**src/rtl/mux_rr_pkg.sv**
```systemverilog
// Shared constants, output-register state type and helpers for the
// round-robin / fixed-select stream mux.
package mux_rr_pkg;

    localparam logic MODE_FIXED = 1'b0;
    localparam logic MODE_RR    = 1'b1;

    // Widest one-hot vector the index helper accepts.
    localparam int MAX_CH = 64;

    typedef enum logic {
        ST_EMPTY = 1'b0,
        ST_FULL  = 1'b1
    } out_state_t;

    function automatic int unsigned onehot_to_idx(input logic [MAX_CH-1:0] oh);
        int unsigned idx;
        idx = 0;
        for (int i = 0; i < MAX_CH; i++) begin
            if (oh[i]) idx = i;
        end
        return idx;
    endfunction

endpackage

```
**src/rtl/rr_arbiter_n.sv**
```systemverilog
// Combinational round-robin arbiter: grants the first requester at or
// above ptr, wrapping from CH-1 back to 0.
module rr_arbiter_n
    import mux_rr_pkg::*;
#(
    parameter  int CH   = 4,
    localparam int SELW = $clog2(CH)
) (
    input  logic [CH-1:0]   req,
    input  logic [SELW-1:0] ptr,
    input  logic            en,
    output logic [CH-1:0]   gnt,
    output logic [SELW-1:0] gnt_idx
);

    logic [SELW-1:0] idx;

    // Scan from farthest to nearest so the nearest requester is written last.
    always_comb begin
        gnt = '0;
        idx = '0;
        for (int k = CH - 1; k >= 0; k--) begin
            idx = SELW'((int'(ptr) + k) % CH);
            if (en && req[idx]) begin
                gnt      = '0;
                gnt[idx] = 1'b1;
            end
        end
        gnt_idx = SELW'(onehot_to_idx(MAX_CH'(gnt)));
    end

endmodule

```
**src/rtl/mux_rr_stream.sv**
```systemverilog
// CH-way valid/ready stream mux with fixed-select or round-robin mode
// feeding a single registered, stallable output slot.
module mux_rr_stream
    import mux_rr_pkg::*;
#(
    parameter  int WIDTH = 32,
    parameter  int CH    = 4,
    localparam int SELW  = $clog2(CH)
) (
    input  logic                clk,
    input  logic                rst_n,
    input  logic                mode,
    input  logic [SELW-1:0]     sel,
    input  logic [CH-1:0]       in_valid,
    input  logic [CH*WIDTH-1:0] in_data,
    output logic [CH-1:0]       in_ready,
    output logic                out_valid,
    output logic [WIDTH-1:0]    out_data,
    output logic [SELW-1:0]     out_ch,
    input  logic                out_ready
);

    // Handshake: a beat moves on any port only in a cycle where both valid
    // and ready are high at the rising edge; ready never waits on the
    // same-port valid being low, and producers keep valid up until accepted.

    out_state_t      state, state_next;
    logic [SELW-1:0] ptr;
    logic [CH-1:0]   rr_gnt, fix_gnt, grant, xfer_vec;
    logic [SELW-1:0] rr_idx, gnt_idx;
    logic            can_load, xfer;

    rr_arbiter_n #(.CH(CH)) u_arb (
        .req     (in_valid),
        .ptr     (ptr),
        .en      (mode == MODE_RR),
        .gnt     (rr_gnt),
        .gnt_idx (rr_idx)
    );

    // Out-of-range sel (non power-of-two CH) yields no grant.
    always_comb begin
        fix_gnt = '0;
        if (mode == MODE_FIXED && int'(sel) < CH) begin
            if (in_valid[sel]) fix_gnt[sel] = 1'b1;
        end
    end

    assign grant     = (mode == MODE_RR) ? rr_gnt : fix_gnt;
    assign gnt_idx   = (mode == MODE_RR) ? rr_idx : sel;
    assign can_load  = (state == ST_EMPTY) || out_ready;
    assign in_ready  = grant & {CH{can_load & rst_n}};
    assign xfer_vec  = in_valid & in_ready;
    assign xfer      = |xfer_vec;
    assign out_valid = (state == ST_FULL);

    always_ff @(posedge clk or negedge rst_n) begin
        if (!rst_n) state <= ST_EMPTY;
        else        state <= state_next;
    end

    always_comb begin
        state_next = state;
        if (can_load) state_next = xfer ? ST_FULL : ST_EMPTY;
    end

    // Data, channel tag and rr pointer only move on an accepted beat.
    always_ff @(posedge clk or negedge rst_n) begin
        if (!rst_n) begin
            out_data <= '0;
            out_ch   <= '0;
            ptr      <= '0;
        end else if (xfer) begin
            out_data <= in_data[gnt_idx*WIDTH +: WIDTH];
            out_ch   <= gnt_idx;
            if (mode == MODE_RR) begin
                ptr <= (int'(gnt_idx) == CH - 1) ? '0 : gnt_idx + 1'b1;
            end
        end
    end

endmodule

```
**config.mk**
```make
export PLATFORM = sky130hd
export DESIGN_NAME = mux_rr_stream
export DESIGN_NICKNAME = d
export VERILOG_FILES = /design/src/rtl/mux_rr_pkg.sv /design/src/rtl/rr_arbiter_n.sv /design/src/rtl/mux_rr_stream.sv
export SDC_FILE = /design/constraint.sdc
export NUM_CORES = 1
export LEC_CHECK = 0
export BUFFER_PORTS_ARGS = -buffer_cell sky130_fd_sc_hd__clkbuf_2
export CAP_MARGIN = 20
export CORE_MARGIN = 3
export CORE_UTILIZATION = 40
export CTS_CLUSTER_SIZE = 40
export DETAILED_ROUTE_END_ITERATION = 10
export PLACE_DENSITY = 0.86
export SYNTH_ARGS = -nofsm -noshare
export SYNTH_HDL_FRONTEND = slang
export SYNTH_HIERARCHICAL = 1
export SYNTH_SLANG_ARGS = --single-unit
```
**constraint.sdc**
```tcl
create_clock -name clk -period 4.55 [get_ports clk]
set_clock_uncertainty 0.05 [all_clocks]
set_input_delay 0.91 -clock clk [delete_from_list [all_inputs] [get_ports clk]]
set_output_delay 0.91 -clock clk [all_outputs]
set_load 0.02 [all_outputs]
```
==> impl_metrics.yaml, run 1 <==
outcome:
  outcome: "finished clean"
critical_path:
  crit_path_end_kind: "flop"
  max_stage_delay_ns: 0.66
  crit_required_ns: 4.68
  path_cells: "inv_1, ha_1, mux2i_1, o32ai_1, mux2_4, a32o_2, nand3b_4, mux2i_4, buf_4, mux4_2, mux2_4"
  crit_arrival_ns: 3.97
  slowest_stage: "dfrtp_1"
  path_max_fanout: 13
  critPathKind: "flop to flop"
  crit_path_frequent_cell: "mux2_4"
  crit_buf_inv: 2
  startpoint_type: "flop"
  path_delay_family: "multiplexers"
finish:
  diodes: 0
  drive_gt1_frac: 0.702
  area_growth_pct: 36.8
  nets: 520
global_route:
  grt_max_degree: 40
  antenna_found_initial: 0
  global_route.usage.total: 0.200
  grt_overflow: 0
  grt_pass1_wl_um: 13200
  grt_pass1_vias: 2740
hold_path:
  hold_class: "flop to flop"
floorplanning:
  die_area_um2: 8360
  coreArea_um2: 6940
  ios: 177
  core.rowCount: 30
  start_util: 0.421
  fp.dieW_um: 91.5
  die_h_um: 91.5
route:
  first_pass_iters: 4
  via_per_inst: 5.36
  drtAntennaViolNets: 0
  vias: 2530
  drt-initial-drc-count: 108
  wl_per_cell_um: 17.6
  wirelength_um: 8290
  drc: 0
timing:
  setup_violations: 0
  hold_violations: 0
  max_freq_ghz: 0.260
  timing.final.ws_setup_ns: 0.709
  slew_violations: 0
  post-route-min-period_ns: 3.84
  finalCritPeriodShare: 0.844
  tightest_slew_ns: 0.523
  grt_setup_unrepaired: "false"
  relSlewSlack: 0.644
  tns_ns: 0
synthesis:
  syn_area_um2: 2920
  synth_top_cell_area_share: 0.317
  synth.avg_cell_area_um2: 14.6
  ys_types: 41
  ys.warnings.count: 6
  ys.flop_type: "dfrtp_1"
  async_reset_ff_frac: 1.00
  synthesis.nets: 345
  synth.area.top_cells: "dfrtp_1 32%, mux4_2 24%, mux2_4 14%"
  synth_top_area_cell: "dfrtp_1"
  synth_edf_count: 0
  synth_seq_cells: 37
  synthCells: 200
  ys_top_cells_by_count: "37 x dfrtp_1, 31 x mux4_2, 28 x mux2_4, 10 x mux2i_1, 10 x nand2_1"
  yosysMostFrequentCell: "dfrtp_1"
  ys_seq_area_frac: 0.317
clock_tree:
  path_clk_slew_ns: 0.08
  cts_resized: 0
  clkSinkCount: 37
  ctsHoldBuffers: 0
  cts_tree: "done"
  clockRootBuffer: "clkbuf_8"
  clock_latency_ns: 0.29
  clockBufferDepth: 2
  cts_max_level: 2
  cts-buffers-inserted: 5
  postCtsSetupRepairBufs: 0
placed_design:
  port_buffers: 176
  dp_hpwl_um: 6760
  gp_congestion: 0.858
  pre_cts_slack_ns: 0.494
power:
  p_leak_nw: 2.03
  ir_drop_v: 0.000306
  p_per_area_nw_per_um2: 654
run:
  cap_violations: 0
==> final cells by class <==
class                           instances  area, um2
Timing Repair Buffer                  181        943
Multi-Input combinational cell        141       1840
Clock inverter                          3       65.1
Sequential cell                        37        926
Tap cell                               96        120
Fill cell                             577       2950
Inverter                                9       33.8
Clock buffer                            5       68.8
==> per-layer routing <==
metal,vias up,track usage,wire (um)
li1,1140,-,-
met1,1239,0.220,2950
met2,133,0.365,4460
met3,18,0.0514,677
met4,0,0.0754,199
met5,-,0,0
==> layout by cell type, fill, tap and decap left out, drive strengths merged, types with 2 or more instances in the layout <==
cell type    n
nand3b       2
inv          9
nor3         2
buf          5
mux2i       11
o21ai        4
mux4        34
nand2       12
mux2        34
o22ai        2
nor2         5
ha           7
a22oi        2
a32oi        4
dfrtp       37
clkbuf     181
bufinv       2
nand2b       2
nand3        7
==> sequential cells by signal (all words and copies together), names as in the netlist <==
register / count
out_ch: 2
out_data: 32
ptr: 2
out_valid: 1
==> worst register-to-register path: stages, from the launching register on <==
cell and delay (ns):
dfrtp_1 0.66, inv_1 0.16, ha_1 0.38, mux2i_1 0.27, o32ai_1 0.12, mux2_4 0.27
a32o_2 0.29, nand3b_4 0.17, mux2i_4 0.43, buf_4 0.32, mux4_2 0.35, mux2_4 0.27
==> report_power, final <==
part	leakage, nW	switching [mW]	internal [mW]
Sequential	0.437	0.126	0.500
Combinational	1.53	0.793	0.860
Clock	0.0681	0.119	0.218
Total	2.03	1.04	1.58
==> logic make-up (layout without fill, tap and decap cells) <==
kind of cell,count (synthesis),after routing,synth area share
mux,79,79,0.472
flops,37,37,0.317
simple gates,32,32,0.0582
compound gates,22,22,0.0634
buf+inv,22,198,0.0565
fa+ha+maj,7,7,0.0300
xor+xnor,1,1,0.00300
==> through the flow <==
| step | total power, mW | cells | hold slack [ns] | instance area, um2 | utilization |
|---|---|---|---|---|---|
| 2_1_floorplan | 1.90 | 200 | 0.536 | 2920 | - |
| 3_3_place_gp | 2.23 | 464 | 0.420 | 3860 | 0.556 |
| 3_5_place_dp | 2.30 | 464 | 0.437 | 3860 | 0.556 |
| 4_1_cts | 2.65 | 472 | 0.454 | 4000 | 0.576 |
| 5_1_grt | 2.79 | 472 | 0.472 | 4000 | 0.576 |
| 6_report | 2.62 | 472 | 0.449 | 4000 | 0.576 |
==> final timing paths <==
check	startpoint	end	slack, ns	cells after the start
worst max-delay path	ptr[0]$_DFFE_PN0P_	out_data[19]$_DFFE_PN0P_	0.71	11
worst min-delay path	out_data[27]$_DFFE_PN0P_	out_data[27]$_DFFE_PN0P_	0.45	1
worst max register to register	ptr[0]$_DFFE_PN0P_	out_data[19]$_DFFE_PN0P_	0.71	11
worst min register to register	out_data[27]$_DFFE_PN0P_	out_data[27]$_DFFE_PN0P_	0.45	1
max in group asynchronous	rst_n	out_data[13]$_DFFE_PN0P_	3.47	2
min in group asynchronous	rst_n	out_data[21]$_DFFE_PN0P_	0.65	2
Power figures use the tool's default switching activity.
==> run 2, diff against run 1 <==
==> constraint.sdc (replaced) <==
create_clock -name clk -period 3.9 [get_ports clk]
set_clock_uncertainty 0.05 [all_clocks]
set_input_delay 0.78 -clock clk [delete_from_list [all_inputs] [get_ports clk]]
set_output_delay 0.78 -clock clk [all_outputs]
set_load 0.02 [all_outputs]
==> run 2 against run 1 <==
Clock power hardly changed. Design area is 0.41% higher. Non-clock buffer count is 3 higher. Wire length is 1.2% lower. Hold slack worse by 0.011 ns. Count of clock-buffer cells in the layout stayed put. Largest cell class unchanged. Highest routed layer unchanged.
==> impl_metrics.yaml, run 2 (same netlist as run 1, synthesis figures left out) <==
finish:
  layout_commonest_cell: "clkbuf_2"
  diodes: 0
  drive_gt1_frac: 0.704
  register_area_um2: 926
  fill_cells: 590
  finalNonFillerCells: 475
  utilization: 0.578
  nets: 523
  top_regs: "out_data (32), out_ch (2), ptr (2)"
  multi_input_area_um2: 1840
  largest_reg_flops: 32
  area_growth_pct: 37.4
  stdcell_area_um2: 4010
  regMostFlops: "out_data"
  mostFrequentLayoutCells: "176 x clkbuf_2, 37 x dfrtp_1, 31 x mux4_2, 28 x mux2_4"
route:
  via_per_inst: 5.32
  drt-initial-drc-count: 99
  wl_per_cell_um: 17.2
  highest_layer: "met4"
  met3_length_um: 567
  vias: 2529
  drc: 0
  routed-wl-met2_um: 4410
  wirelength_um: 8180
  met1_length_um: 3110
  drtAntennaViolNets: 0
  first_pass_iters: 4
floorplanning:
  start_util: 0.421
  fp.dieW_um: 91.5
  die_area_um2: 8360
  coreArea_um2: 6940
  core.rowCount: 30
  die_h_um: 91.5
  ios: 177
timing:
  tns_ns: 0
  finalCritPeriodShare: 0.849
  max_freq_ghz: 0.302
  post-route-min-period_ns: 3.31
  grt_setup_unrepaired: "false"
  relSlewSlack: 0.673
  setup_violations: 0
  timing.final.ws_setup_ns: 0.589
  hold_violations: 0
  slew_violations: 0
  tightest_slew_ns: 0.491
placed_design:
  dp_hpwl_um: 6620
  pre_cts_slack_ns: 0.346
  gp_congestion: 0.793
  dp.cells: 467
  dpl_cell_area_um2: 3900
  port_buffers: 176
power:
  p_per_area_nw_per_um2: 756
  p_leak_nw: 2.04
  ir_drop_v: 0.000280
clock_tree:
  postCtsSetupRepairBufs: 0
  clockRootBuffer: "clkbuf_8"
  cts_tree: "done"
  clkSinkCount: 37
  cts_max_level: 2
  path_clk_slew_ns: 0.08
  clock_latency_ns: 0.28
  ctsHoldBuffers: 0
  cts_resized: 0
  clockBufferDepth: 2
  cts-buffers-inserted: 5
global_route:
  grt_pass1_wl_um: 13200
  grt_pass1_vias: 2757
  grt_max_degree: 40
  antenna_found_initial: 0
  global_route.usage.total: 0.196
  grt_overflow: 0
hold_path:
  hold_class: "flop to flop"
run:
  cap_violations: 0
critical_path:
  path_max_fanout: 4
  critPathKind: "flop to primary output"
  startpoint_type: "flop"
  crit_required_ns: 3.07
  crit_path_end_kind: "primary output"
  crit_arrival_ns: 2.48
outcome:
  outcome: "finished clean"
[run 2: worst max-delay path, cell delays in order, from the launching register on]
cell,delay [ns]
dfrtp_1,0.35
inv_1,0.08
ha_1,0.38
mux2i_1,0.29
o32ai_1,0.13
mux2_4,0.28
a32o_2,0.30
a32oi_1,0.16
nor2_1,0.08
clkbuf_2,0.16
[run 2: layout make-up]
| type | instances | area share |
|---|---|---|
| multi-input combinational | 141 | 0.459 |
| timing repair buffer | 184 | 0.244 |
| sequential | 37 | 0.231 |
| tap | 96 | 0.0299 |
| clock buffer | 5 | 0.0171 |
| clock inverter | 3 | 0.0115 |
| inverter | 9 | 0.00842 |
[run 2: worst paths after layout]
path                                          start                       end  slack, ns  cells after the start
max                              ptr[1]$_DFFE_PN0P_               in_ready[2]       0.59                      9
min                        out_data[27]$_DFFE_PN0P_  out_data[27]$_DFFE_PN0P_       0.44                      1
max reg2reg                      ptr[1]$_DFFE_PN0P_   out_data[1]$_DFFE_PN0P_       0.62                     11
min reg2reg                out_data[27]$_DFFE_PN0P_  out_data[27]$_DFFE_PN0P_       0.44                      1
max in group asynchronous                     rst_n  out_data[11]$_DFFE_PN0P_       2.93                      2
min in group asynchronous                     rst_n     out_ch[1]$_DFFE_PN0P_       0.52                      2
[run 2: power by group]
part | internal, mW | leakage (nW) | total, mW | switching, mW
clock | 0.192 | 0.0543 | 0.340 | 0.148
combinational | 1.03 | 1.55 | 2.00 | 0.965
sequential | 0.583 | 0.437 | 0.699 | 0.116
[run 2: per-layer routing]
metal | up-vias | GRT usage
li1 | 1150 | -
met1 | 1247 | 0.220
met2 | 124 | 0.368
met3 | 8 | 0.0447
met4 | 0 | 0.0528
met5 | - | 0
[run 2: through the flow]
| step | hold slack, ns | power (mW) |
|---|---|---|
| final | 0.438 | 3.04 |
| after global routing | 0.461 | 3.23 |
| after CTS | 0.448 | 3.06 |
| after detailed placement | 0.429 | 2.71 |
| after global placement | 0.424 | 2.64 |
| after floorplan | 0.434 | 2.21 |
==> run 3, diff against run 2 <==
--- a/config.mk
+++ b/config.mk
@@ -5,13 +5,14 @@
 export SDC_FILE = /design/constraint.sdc
 export NUM_CORES = 1
 export LEC_CHECK = 0
+export ABC_AREA = 1
 export BUFFER_PORTS_ARGS = -buffer_cell sky130_fd_sc_hd__clkbuf_2
 export CAP_MARGIN = 20
 export CORE_MARGIN = 3
 export CORE_UTILIZATION = 40
 export CTS_CLUSTER_SIZE = 40
 export DETAILED_ROUTE_END_ITERATION = 10
-export PLACE_DENSITY = 0.86
+export PLACE_DENSITY = 0.88
 export SYNTH_ARGS = -nofsm -noshare
 export SYNTH_HDL_FRONTEND = slang
 export SYNTH_HIERARCHICAL = 1
==> constraint.sdc (replaced) <==
create_clock -name clk -period 2.7 [get_ports clk]
set_clock_uncertainty 0.05 [all_clocks]
set_input_delay 0.54 -clock clk [delete_from_list [all_inputs] [get_ports clk]]
set_output_delay 0.54 -clock clk [all_outputs]
set_load 0.02 [all_outputs]
==> run 3 against run 2 <==
Die area rose by 2.6%. Critical path depth up 4. Worst setup slack got worse by 0.59 ns. Largest power group unchanged. Final cell count is 51% higher. First-iteration DRC count is 56% higher. Global-route usage increased by 3.5 points. Synthesized cell count increased by 120%. Power rose by 58%. Via count increased by 47%. Area after synthesis is 2.7% higher. The run now ends with negative setup slack left. Hold slack worse by 0.15 ns. Critical endpoint unchanged. Wire length increased by 27%.
==> impl_metrics.yaml, run 3 <==
synthesis:
  synthCells: 449
  synth_top_cell_area_share: 0.308
  syn_area_um2: 3000
  synth_edf_count: 0
  ys_types: 29
  ys.flop_type: "dfrtp_1"
  synth.avg_cell_area_um2: 6.69
  async_reset_ff_frac: 1.00
  synthesis.nets: 594
  ys_seq_area_frac: 0.308
  synth.area.top_cells: "dfrtp_1 31%, nand2_1 18%, nor2_1 8.3%"
  synth_top_area_cell: "dfrtp_1"
  ys_top_cells_by_count: "143 x nand2_1, 66 x nor2_1, 37 x dfrtp_1, 32 x o21ai_0, 30 x o22ai_1"
  yosysMostFrequentCell: "nand2_1"
  ys.warnings.count: 6
  synth_seq_cells: 37
finish:
  utilization: 0.602
  fill_cells: 675
  finalNonFillerCells: 718
  area_growth_pct: 40.9
  layout_commonest_cell: "clkbuf_2"
  diodes: 0
  nets: 766
  regMostFlops: "out_data"
  top_regs: "out_data (32), out_ch (2), ptr (2)"
  mostFrequentLayoutCells: "172 x clkbuf_2, 133 x nand2_1, 62 x nor2_1, 37 x dfrtp_1, 33 x o21ai_1"
  drive_gt1_frac: 0.424
  largest_reg_flops: 32
  stdcell_area_um2: 4230
outcome:
  outcome: "complete, but fails checks"
  violations: "negative setup slack"
timing:
  tns_ns: -0.00371
  tightest_slew_ns: 0.485
  relSlewSlack: 0.677
  grt_setup_unrepaired: "true"
  post-route-min-period_ns: 2.70
  hold_violations: 0
  timing.final.ws_setup_ns: -0.00371
  whs_ns: 0.292
  max_freq_ghz: 0.370
  finalCritPeriodShare: 1.00
  setup_violations: 1
  slew_violations: 0
critical_path:
  crit_buf_inv: 4
  startpoint_type: "flop"
  path_max_fanout: 4
  crit_arrival_ns: 2.11
  crit_path_end_kind: "primary output"
  path_cells: "inv_2, ha_4, inv_4, nand3_2, nand2_2, nor2_4, nand3_1, nand2_2, a21oi_4, inv_1, nand2_1, a21oi_1, buf_4"
  slowest_stage: "dfrtp_1"
  crit_required_ns: 2.11
  critPathKind: "flop to primary output"
  crit_path_frequent_cell: "nand2_2"
  path_delay_family: "simple AND/OR/NAND/NOR gates"
  max_stage_delay_ns: 0.37
route:
  drt-initial-drc-count: 154
  wirelength_um: 10400
  via_per_inst: 5.18
  drc: 0
  drtAntennaViolNets: 0
  vias: 3718
  first_pass_iters: 7
  wl_per_cell_um: 14.5
placed_design:
  pre_cts_slack_ns: 0.0636
  dp.cells: 709
  port_buffers: 176
  gp_congestion: 0.915
  dpl_cell_area_um2: 3920
  dp_hpwl_um: 7820
floorplanning:
  die_h_um: 92.6
  start_util: 0.428
  fp.dieW_um: 92.6
  die_area_um2: 8580
  ios: 177
  core.rowCount: 30
  coreArea_um2: 7020
power:
  swShare: 0.522
  cellInternalPower_mw: 2.29
  ir_drop_v: 0.000489
  seqPwrFrac: 0.203
  p_per_area_nw_per_um2: 1130
  power.total_mw: 4.79
  p_leak_nw: 2.32
  power.share.clock: 0.101
  share_comb_of_total_power: 0.696
  p_sw_mw: 2.50
clock_tree:
  clockRootBuffer: "clkbuf_8"
  cts_tree: "done"
  clockBufferDepth: 2
  clkSinkCount: 37
  ctsHoldBuffers: 0
  path_clk_slew_ns: 0.08
  cts_max_level: 2
  clock_latency_ns: 0.28
  cts-buffers-inserted: 5
global_route:
  grt_pass1_vias: 3509
  grt_max_degree: 39
  grt_pass1_wl_um: 16000
  grt_overflow: 0
  global_route.usage.total: 0.231
  antenna_found_initial: 0
hold_path:
  hold_class: "input port to asynchronous set/reset pin"
run:
  cap_violations: 0
run 3: cell types whose count changed in the layout (fill, tap and decap cells not counted), sizes merged, moves of 4 or more:
cell,change
nand2,+140
o22ai,+28
nor2,+67
a32oi,-4
mux2i,-11
mux2,-34
mux4,-34
o21ai,+62
buf,+13
nand3,+20
a21oi,+5
inv,+9
run 3: final cells by class:
| cell class | instances | area, um2 | share of cell area |
|---|---|---|---|
| clock inverter | 2 | 38.8 | 0.00917 |
| tap | 96 | 120 | 0.0284 |
| sequential | 37 | 926 | 0.219 |
| inverter | 18 | 77.6 | 0.0183 |
| multi-input combinational | 366 | 1920 | 0.455 |
| timing repair buffer | 193 | 1070 | 0.253 |
| clock buffer | 6 | 72.6 | 0.0172 |
run 3: kinds of logic after synthesis:
kind of cell	count (synthesis)	synth area share
simple gates	255	0.366
compound gates	103	0.194
buf+inv	46	0.100
flops	37	0.308
fa+ha+maj	7	0.0292
xor+xnor	1	0.00292
run 3: power by group through the flow:
stage               Clock, mW  Sequential, mW  Combinational, mW
floorplan                   0            1.27               1.93
global placement            0           0.961               2.90
detailed placement          0           0.972               3.02
CTS                     0.494           0.971               3.07
global route            0.517            1.00               3.67
finish                  0.484           0.971               3.34
run 3: path summary, 6_finish.rpt:
kind,from,to,slack [ns],cells after the start
hold / removal,rst_n,out_data[27]$_DFFE_PN0P_,0.29,2
setup reg to reg,ptr[0]$_DFFE_PN0P_,out_data[5]$_DFFE_PN0P_,0.12,19
hold reg to reg,out_data[5]$_DFFE_PN0P_,out_data[5]$_DFFE_PN0P_,0.43,2
max in group asynchronous,rst_n,out_data[6]$_DFFE_PN0P_,1.96,2
setup / recovery,ptr[1]$_DFFE_PN0P_,in_ready[2],-0.004,13
min in group clk,out_data[5]$_DFFE_PN0P_,out_data[5]$_DFFE_PN0P_,0.43,2
run 3: metal layers:
layer	track usage	part of all wire	wire length (um)
met5	0	0	0
met4	0.112	0.042	439
met3	0.0512	0.085	885
met2	0.406	0.51	5260
met1	0.265	0.37	3810
run 3: repair_timing:
item | CTS | global route
buffers inserted | 0 | 1
pin swaps | 8 | 21
resized for setup | 9 | 51
setup endpoints to repair | 4 | 33
run 3: worst register-to-register path: stages, from the launching register on:
cell and delay (ns):
dfrtp_1 0.40, inv_2 0.09, ha_4 0.22, inv_4 0.08
nand3_4 0.09, nand3_4 0.12, inv_4 0.06, nor2_4 0.09
nand2_2 0.07, a21oi_4 0.19, nand2_1 0.09, nand2_1 0.06
nand2_1 0.05, nand2_2 0.11, inv_2 0.12, buf_12 0.18
o21ai_0 0.19, o22ai_1 0.09, nand2_1 0.07, nand2_1 0.05
